`src/rtl/double_buffer_pkg.sv`:
```
// Shared types and sizing helpers for the ping-pong frame buffer.
package double_buffer_pkg;

    typedef enum logic {
        PAGE0_WRITE = 1'b0,
        PAGE1_WRITE = 1'b1
    } pageSel_e;

    function automatic int addrWidth(input int depth);
        return (depth > 1) ? $clog2(depth) : 1;
    endfunction

    function automatic int bandwidth(input int blocks, input int blockWidth);
        return blocks * blockWidth;
    endfunction

endpackage

```
`src/rtl/double_buffer_ram.sv`:
```
// Simple dual-port page RAM: synchronous write, registered read with enable.
module double_buffer_ram #(
    parameter int DEPTH  = 8,
    parameter int ADDR_W = 3,
    parameter int DATA_W = 8
) (
    input  logic              clk_i,
    input  logic              rst_ni,
    input  logic              we_i,
    input  logic [ADDR_W-1:0] waddr_i,
    input  logic [DATA_W-1:0] wdata_i,
    input  logic              re_i,
    input  logic [ADDR_W-1:0] raddr_i,
    output logic [DATA_W-1:0] rdata_o
);

    logic [DATA_W-1:0] mem [DEPTH];
    logic [DATA_W-1:0] rdata_q;
    logic              wInRange;
    logic              rInRange;

    assign wInRange = ({1'b0, waddr_i} < (ADDR_W+1)'(DEPTH));
    assign rInRange = ({1'b0, raddr_i} < (ADDR_W+1)'(DEPTH));

    // Storage has no reset so it maps onto block RAM; a write racing reset is dropped.
    always_ff @(posedge clk_i) begin
        if (we_i && rst_ni && wInRange) begin
            mem[waddr_i] <= wdata_i;
        end
    end

    always_ff @(posedge clk_i or negedge rst_ni) begin
        if (!rst_ni) begin
            rdata_q <= '0;
        end else if (re_i) begin
            rdata_q <= rInRange ? mem[raddr_i] : '0;
        end
    end

    assign rdata_o = rdata_q;

endmodule

```
`src/rtl/double_buffer.sv`:
```
// Ping-pong frame buffer: writer fills the back page while the reader scans the front page.
module double_buffer
    import double_buffer_pkg::*;
#(
    parameter int ADDRESS_DEPTH    = 8,
    parameter int BANK_COUNT       = 1,
    parameter int BLOCK_COUNT      = 1,
    parameter int BLOCK_DATA_WIDTH = 8,
    localparam int ADDR_W    = addrWidth(ADDRESS_DEPTH),
    localparam int BANDWIDTH = bandwidth(BLOCK_COUNT, BLOCK_DATA_WIDTH)
) (
    input  logic                          clka,
    input  logic                          rst_n,
    input  logic                          clk_data_in,
    input  logic [ADDR_W-1:0]             ada [BANK_COUNT],
    input  logic [BANDWIDTH-1:0]          din [BANK_COUNT],
    input  logic                          clk_data_out,
    input  logic [ADDR_W-1:0]             adb [BANK_COUNT],
    output logic [BANDWIDTH*BANK_COUNT-1:0] dout_flat,
    input  logic                          swap_trigger,
    output logic                          data_valid
);

    pageSel_e pageSel_q, pageSel_d;
    logic     dataValid_q, dataValid_d;
    logic     readPage_q, readPage_d;
    logic     frontPage;
    logic     writePage;

    logic [BANDWIDTH-1:0] rdData [BANK_COUNT][2];

    assign frontPage = (pageSel_q == PAGE0_WRITE);
    assign writePage = ~frontPage;

    // readPage remembers which page produced the held read data, so a swap
    // without a new read leaves dout_flat untouched.
    always_comb begin
        pageSel_d   = pageSel_q;
        dataValid_d = dataValid_q | swap_trigger;
        readPage_d  = readPage_q;
        if (swap_trigger) begin
            pageSel_d = (pageSel_q == PAGE0_WRITE) ? PAGE1_WRITE : PAGE0_WRITE;
        end
        if (clk_data_out) begin
            readPage_d = frontPage;
        end
    end

    always_ff @(posedge clka or negedge rst_n) begin
        if (!rst_n) begin
            pageSel_q   <= PAGE0_WRITE;
            dataValid_q <= 1'b0;
            readPage_q  <= 1'b1;
        end else begin
            pageSel_q   <= pageSel_d;
            dataValid_q <= dataValid_d;
            readPage_q  <= readPage_d;
        end
    end

    for (genvar b = 0; b < BANK_COUNT; b++) begin : gBank
        for (genvar p = 0; p < 2; p++) begin : gPage
            double_buffer_ram #(
                .DEPTH  (ADDRESS_DEPTH),
                .ADDR_W (ADDR_W),
                .DATA_W (BANDWIDTH)
            ) uRam (
                .clk_i   (clka),
                .rst_ni  (rst_n),
                .we_i    (clk_data_in && (writePage == 1'(p))),
                .waddr_i (ada[b]),
                .wdata_i (din[b]),
                .re_i    (clk_data_out && (frontPage == 1'(p))),
                .raddr_i (adb[b]),
                .rdata_o (rdData[b][p])
            );
        end
    end

    always_comb begin
        dout_flat = '0;
        for (int b = 0; b < BANK_COUNT; b++) begin
            dout_flat[b*BANDWIDTH +: BANDWIDTH] = readPage_q ? rdData[b][1] : rdData[b][0];
        end
    end

    assign data_valid = dataValid_q;

endmodule

```
`config.mk`:
```
export PLATFORM = sky130hd
export DESIGN_NAME = double_buffer
export DESIGN_NICKNAME = d
export VERILOG_FILES = /design/src/rtl/double_buffer_pkg.sv /design/src/rtl/double_buffer_ram.sv /design/src/rtl/double_buffer.sv
export SDC_FILE = /design/constraint.sdc
export NUM_CORES = 1
export LEC_CHECK = 0
export ABC_AREA = 1
export CAP_MARGIN = 20
export CORE_ASPECT_RATIO = 1.2
export CORE_UTILIZATION = 60
export CTS_CLUSTER_DIAMETER = 80
export DETAILED_ROUTE_END_ITERATION = 16
export GPL_ROUTABILITY_DRIVEN = 0
export PLACE_DENSITY_LB_ADDON = 0.2
export SLEW_MARGIN = 30
export SYNTH_ARGS = -nofsm -noshare
export SYNTH_HDL_FRONTEND = slang
export SYNTH_SLANG_ARGS = --single-unit
```
`constraint.sdc`:
```
create_clock -name clka -period 2 [get_ports clka]
set_input_delay 0.5 -clock clka [delete_from_list [all_inputs] [get_ports clka]]
set_output_delay 0.5 -clock clka [all_outputs]
set_load 0.05 [all_outputs]
```
---- Word-level counts from Yosys, hierarchy flattened ----
Memories as Yosys holds them, arrays and structs flattened. A register that Yosys moved wholly into a read port is not among the register bits.
Cells that the tools add are included.
operators by class
  shift-type cells ........................ 0
  bitwise logic cells ..................... 2
  div/mod/pow operators ................... 0
  $mul .................................... 0
  reductions and logical operators ........ 8
  $add $sub $neg .......................... 0
  muxes and demuxes ....................... 6
  equal/unequal tests ..................... 0
  magnitude comparators ................... 0
operators by type and width
  cell               number
  $mux 8             1
  $logic_and 1x1->1  6
  $mux 1             5
  $logic_not 1->1    2
  $not 1->1          1
  $or 1x1->1         1
word-level totals
  bits in registers ....................... 3
  output and inout bits ................... 9
  memories kept ........................... 2
  memory bits (writable) .................. 128
  word-level logic and storage cells ...... 21
  input bits .............................. 19
  memory bits (read-only) ................. 0
  latch bits .............................. 0
memory list
  name                        words  width  rd ports  clocked after Yosys merged registers in  write ports  RTL line                 text
  gBank[0].gPage[0].uRam.mem  8      8      1         1                                        1            double_buffer_ram.sv:17  logic [DATA_W-1:0] mem [DEPTH];
  gBank[0].gPage[1].uRam.mem  8      8      1         1                                        1            double_buffer_ram.sv:17

---- Depth between registers and ports, before layout ----
Gate-level depths: netlist (run 1).
  depth after elaboration ................. 5
  gate-level depth with buffers ........... 8
  mapped depth without buffers ............ 7

---- Cells and area by module ----
Synthesis (run 1) repeated with hierarchy kept, for this count alone.
second synthesis, totals
  cells, all modules ...................... 638
  area total of the unflattened synthesis .. 6,471.2 µm²
by module, submodules not included
  module             cells an instance  instances  area each (µm²)
  double_buffer_ram  296                2          3,111.7
  double_buffer      46                 1          247.7

---- Worst setup path after synthesis (run 1) ----
OpenSTA, ideal clock, no wires.
  kind .................................... reg-to-output
  start ................................... reg readPage_q
  end ..................................... out dout_flat[0]
  data required time ...................... 1.500 ns
  slack ................................... 0.300 ns
  buffers on the path ..................... 1
  data arrival time ....................... 1.200 ns
  cell stages (with the launch flop) ...... 5
  cell sequence ........................... dfstp_2 > buf_2 > clkinv_1 > nand2_1 > nand2_1
on the way
  longest elaborated chain between the ends .. 1
ends and longest elaborated chain
  item                    RTL line             text
  start, declared         double_buffer.sv:26  logic readPage_q, readPage_d;
  start signal, assigned  double_buffer.sv:57  readPage_q <= readPage_d;
  $mux 8                  double_buffer.sv:83  dout_flat[b*BANDWIDTH +: BANDWIDTH] = readPage_q ? rdData[b][1] : rdData[b][0];
  end, declared           double_buffer.sv:19  output logic [BANDWIDTH*BANK_COUNT-1:0] dout_flat,
Every way passes these cells.

---- Worst setup path in the final report (run 1) ----
  start ................................... reg readPage_q
  end ..................................... out dout_flat[3]
Same word-level chain as after synthesis.

==> results.toml, run 1 <==
[status]
status = "finished clean"

[clock_tree]
path_clk_slew_ps = 60
clock_latency_ps = 410
cts_tree = "done"
cts_root_buf = "clkbuf_16"
htree_levels = 4
cts_hold_buf = 0
cts_buffer_depth = 2
numCtsBuffers = 17
numClockSinks = 147

[logic_synthesis]
avgSynthCellArea_um2 = 10.20
ys_seq_area_frac = 0.6834
synth_cells = 620
synth_area_um2 = 6322
ys_warn_count = 0
synth_seq_cells = 147
ys_types = 19
syn_nets = 639

[layout]
fin_area_um2 = 7491
fillers = 677
syn_to_final_growth_pct = 18.48
drive_gt1_frac = 0.1185
layout.nets = 698
antenna_cells = 0
final_cells = 818

[placed_design]
place_inst = 785
place_hpwl_mm = 8.824
placement.cell_area_um2 = 6853
port_buffers = 27

[critical_path]
worstPathCellList = "clkinv_2 -> nand2_1 -> nand2_1 -> buf_4"
path_class = "flop to output pin"
slowest_delay_ps = 570
rrSetupSlack_ps = 550
crit_arrival_ps = 1430
cp-start-kind = "flop"
crit_slowest_cell = "dfstp_2"
cpMostUsedCell = "nand2_1"
path_max_fanout = 9
cp-end-kind = "output pin"
required_ps = 1500

[global_routing]
grt_pass1_vias = 4381
grt_max_degree = 39
grt_overflow = 0
grt_usage = 0.2865
antenna_found_initial = 0
grt_pass1_wl_mm = 22.18

[sta]
final_hold_viol_count = 0
finClkSkew_ps = 8.736
rsz0062_at_grt = "no"
setup_tns_ps = 0
period_minus_slack_ps = 1931
finalCritPeriodShare = 0.9655
max_freq_mhz = 517.9
tightest_slew_ps = 602.2
max_slew_margin = 0.5980
maxSlewViolCount = 0
setup_viol = 0

[detailed_routing]
ant_nets = 0
drc = 0
vias = 4444
viasPerCell = 5.433
drtIter0Drc = 466
routed_wl_mm = 14.09
wl_per_cell_um = 17.22
dr.pass1.iters = 5

[power_and_ir_drop]
vdd.ir_drop.worst_v = 0.0007688
power_leakage_nw = 3.337
power.density_nw_per_um2 = 1112

[hold_path]
hold_path.class = "input port to asynchronous set/reset pin"

[floorplanning]
core_area_um2 = 10110
start_util = 0.6254
rows = 40
die_w_um = 95.71
die_h_um = 114.4
ios = 28
die_area_um2 = 10950

[job]
drv_cap = 0
timing repair:
item	CTS	global route
setup endpoints to repair	9	0
setup buffers	1	0
gates resized for setup	2	0
final timing paths:
| check | endpoint | from | depth (start not counted) |
|---|---|---|---|
| worst max register to register | gBank[0].gPage[0].uRam.mem[6][4] | pageSel_q | 4 |
| worst min-delay path | gBank[0].gPage[0].uRam.rdata_o[6] | rst_n | 2 |
| max in group asynchronous | readPage_q | rst_n | 2 |
| min in group clka | data_valid | data_valid | 1 |
| worst max-delay path | dout_flat[3] | readPage_q | 4 |
| worst min register to register | data_valid | data_valid | 1 |
flip-flops by register name (all words and copies together) (netlist names):
name                      flops
gBank.gPage.uRam.mem        128
gBank.gPage.uRam.rdata_o     16
data_valid                    1
pageSel_q                     1
readPage_q                    1
cell usage after synthesis, drive strengths merged:
| cell type | count | area, µm² |
|---|---|---|
| nand2 | 217 | 817.0 |
| edfxtp | 128 | 3844 |
| nand3 | 105 | 525.5 |
| inv | 104 | 390.4 |
| buf | 23 | 163.9 |
| dfrtp | 18 | 450.4 |
| nor2 | 17 | 66.32 |
| clkinv | 2 | 7.510 |
| a21oi | 1 | 5.000 |
| clkbuf | 1 | 3.750 |
| dfstp | 1 | 26.28 |
| nand3b | 1 | 7.510 |
| or2 | 1 | 6.260 |
| xor2 | 1 | 8.760 |
cells in the final DEF (no fill, tap or decap):
| cell | n |
|---|---|
| xor2_1 | 1 |
| nor2_2 | 1 |
| clkinv_1 | 2 |
| clkinv_2 | 4 |
| or2_2 | 1 |
| clkbuf_1 | 2 |
| clkinvlp_4 | 2 |
| nor2_1 | 16 |
| nand3_1 | 105 |
| inv_2 | 2 |
| clkdlybuf4s50_1 | 17 |
| clkbuf_8 | 3 |
| nand3b_1 | 1 |
| buf_4 | 42 |
| nand2_2 | 1 |
| dfrtp_1 | 18 |
| a21oi_1 | 1 |
| dlygate4sd2_1 | 1 |
| dfstp_2 | 1 |
| nand2_1 | 216 |
| edfxtp_1 | 128 |
| bufinv_16 | 2 |
| clkbuf_16 | 19 |
| buf_2 | 1 |
| buf_12 | 3 |
| inv_1 | 102 |
report_power, final:
part | total [W] | switching, W | internal (W)
logic | 0.00139 | 0.000938 | 0.000448
clock network | 0.00323 | 0.00115 | 0.00208
registers | 0.00372 | 0.000151 | 0.00357
stage by stage:
stage / power [W] / hold WS (ps) / worst slack, ps / utilization
after floorplan: 0.004628 / 204.4 / 300.0 / -
after global placement: 0.005088 / 453.7 / 39.07 / 0.6778
after detailed placement: 0.005121 / 455.0 / 9.163 / 0.6778
after CTS: 0.008358 / 442.5 / 62.25 / 0.7410
after global routing: 0.008619 / 452.6 / 4.456 / 0.7410
final: 0.008331 / 466.1 / 69.00 / 0.7410
critical path: cells and delay by family, from the launching register on:
family	cells	cell delay [ps]
flops	1	570
simple gates	2	150
buf+inv	2	300
cells by family after synthesis:
family / count (synthesis) / synth area share
flops: 147 / 0.6834
compound gates: 1 / 0.0007908
buf+inv: 130 / 0.08945
xor+xnor: 1 / 0.001386
simple gates: 341 / 0.2250
routing by layer:
metal  up-vias  GRT usage  part of all wire
met5         -          0                 0
met4         0     0.1363             0.030
met3        32    0.06972             0.074
met2       201     0.4619              0.49
met1      2112     0.3638              0.41
li1       2099          -                 -
cell type report:
cell class | instances | area [µm²] | share of cell area
inverter | 106 | 399.1 | 0.05328
timing repair buffer | 64 | 559.3 | 0.07466
clock inverter | 8 | 93.84 | 0.01253
sequential | 147 | 4320 | 0.5767
clock buffer | 24 | 524.3 | 0.06999
tap | 126 | 157.7 | 0.02105
multi-input combinational | 343 | 1436 | 0.1917
No activity file was read; power rests on OpenSTA's default activity.
==> inputs of run 2 (changes only) <==
--- a/config.mk
+++ b/config.mk
@@ -8,7 +8,7 @@
 export ABC_AREA = 1
 export CAP_MARGIN = 20
 export CORE_ASPECT_RATIO = 1.2
-export CORE_UTILIZATION = 60
+export CORE_UTILIZATION = 45
 export CTS_CLUSTER_DIAMETER = 80
 export DETAILED_ROUTE_END_ITERATION = 16
 export GPL_ROUTABILITY_DRIVEN = 0
==> run 2 against run 1 <==
Against the previous run: via count decreased by 1.1%; clock-buffer cell count shrank 5; power fell by 3.5%; die area is 33% higher; cell count up 5.7%; setup slack improved by 3.9 ps; largest power group unchanged; register-to-register slack got worse by 140 ps; critical endpoint is now dout_flat[7]; worst hold slack better by 0.92 ps.
==> results.toml, run 2 (synthesized netlist as in run 1, its figures left out) <==
[status]
status = "finished clean"

[floorplanning]
die_area_um2 = 14530
die_w_um = 110.2
core_area_um2 = 13760
die_h_um = 131.8
ios = 28
start_util = 0.4594
rows = 47

[global_routing]
grt_max_degree = 65
grt_overflow = 0
grt_pass1_vias = 4315
grt_pass1_wl_mm = 23.08
grt_usage = 0.2199
antenna_found_initial = 0

[hold_path]
min_to = "data_valid"
min_from = "data_valid"
hold_depth = 1
hold_path.class = "flop to flop"

[sta]
period_minus_slack_ps = 1927
rsz0062_at_grt = "no"
max_slew_margin = 0.6241
finalCritPeriodShare = 0.9636
max_freq_mhz = 518.9
tightest_slew_ps = 563.1
finClkSkew_ps = 9.211
maxSlewViolCount = 0
setup_viol = 0
final_hold_viol_count = 0
timing.final.ws_setup_ps = 72.87

[placed_design]
port_buffers = 27
placement.cell_area_um2 = 6914
place_ws_ps = -17.81
place_hpwl_mm = 9.779

[detailed_routing]
dr.pass1.iters = 5
viasPerCell = 5.082
ant_nets = 0
drtIter0Drc = 316
routed_wl_mm = 14.63
drc = 0
vias = 4396
wl_per_cell_um = 16.91

[critical_path]
path_max_fanout = 4
ff2ff_path_depth = 4
required_ps = 1500
worstPathCellList = "buf_4 -> nand2_1 -> nand2_1 -> buf_4"
crit_arrival_ps = 1430
cp-start-kind = "flop"
r2r_end = "gBank[0].gPage[0].uRam.mem[7][2]"
cp-end-kind = "output pin"
crit_slowest_cell = "dfstp_2"
rrSetupSlack_ps = 410
slowest_delay_ps = 570
path_class = "flop to output pin"
timing.rr.start = "pageSel_q"

[layout]
drive_gt1_frac = 0.1225
antenna_cells = 0
final_common_cell = "nand2_1"
fin_area_um2 = 7476
layout.nets = 700
largest_reg_flops = 128
layout_common_cells = "nand2_1, edfxtp_1, nand3_1, inv_1, buf_4"
syn_to_final_growth_pct = 18.25
top_register = "gBank.gPage.uRam.mem"
fin_util = 0.5433

[power_and_ir_drop]
power.density_nw_per_um2 = 1075
total_power_w = 0.008036
power_leakage_nw = 3.294
vdd.ir_drop.worst_v = 0.001005

[clock_tree]
numClockSinks = 147
cts_root_buf = "clkbuf_16"
cts_hold_buf = 0
cts_buffer_depth = 2
path_clk_slew_ps = 60
htree_levels = 4
clock_latency_ps = 410
cts_tree = "done"
numCtsBuffers = 17

[job]
drv_cap = 0
## run 2: cell types whose count changed in the layout (fill, tap and decap cells not counted), sizes merged
cell,before,now
bufinv,2,1
clkinvlp,2,6
inv,104,106
buf,46,49
dlygate4sd2,1,0
clkbuf,24,19
## run 2: critical path: cells and delay by family, from the launching register on
family / cells / cell delay (ps)
DFF: 1 / 570
buffers and inverters: 2 / 330
and+or+nand+nor: 2 / 110
## run 2: power by group
group	total [W]	leakage, nW	switching (W)	internal, W
logic	0.00138	1.67	0.000944	0.000440
clock network	0.00292	0.249	0.00122	0.00170
registers	0.00373	1.38	0.000168	0.00357
## run 2: how the worst max path moves through the flow
| stage | startpoint | end | slack (ps) | cells past startpoint |
|---|---|---|---|---|
| 2_1_floorplan | readPage_q | dout_flat[0] | 300 | 4 |
| 3_3_place_gp | rst_n | gBank[0].gPage[0].uRam.mem[7][0] | -6 | 5 |
| 3_5_place_dp | rst_n | gBank[0].gPage[0].uRam.mem[7][0] | -20 | 5 |
| 4_1_cts | readPage_q | dout_flat[1] | 50 | 4 |
| 5_1_grt | readPage_q | dout_flat[3] | 6 | 4 |
| 6_report | readPage_q | dout_flat[7] | 70 | 4 |
## run 2: what timing repair did
item	4_1_cts	5_1_grt
endpoints found under the setup margin	8	3
pin swaps	0	0
gates resized for setup	1	1
buffers inserted	2	0
## run 2: layout make-up
| class | instances | area, µm² |
|---|---|---|
| Timing Repair Buffer | 66 | 560.5 |
| Multi-Input combinational cell | 343 | 1436 |
| Fill cell | 1225 | 6285 |
| Clock buffer | 19 | 432.9 |
| Inverter | 106 | 400.4 |
| Clock inverter | 13 | 111.4 |
| Sequential cell | 147 | 4320 |
| Tap cell | 171 | 214.0 |
## run 2: per-stage QoR
step | hold slack [ps] | cells | setup TNS (ps)
after global routing | 504.6 | 865 | 0
after global placement | 457.5 | 831 | -37.73
after detailed placement | 458.2 | 831 | -105.6
final | 467.0 | 865 | 0
after floorplan | 204.4 | 620 | 0
after CTS | 472.6 | 865 | 0
## run 2: metal layers
metal	GRT usage	routed length, µm	share of wire	up-vias
li1	-	-	-	2105
met1	0.2860	6201	0.42	2118
met2	0.3521	7294	0.50	141
met3	0.04745	678	0.046	32
met4	0.09722	455	0.031	0
met5	0	0	0	-
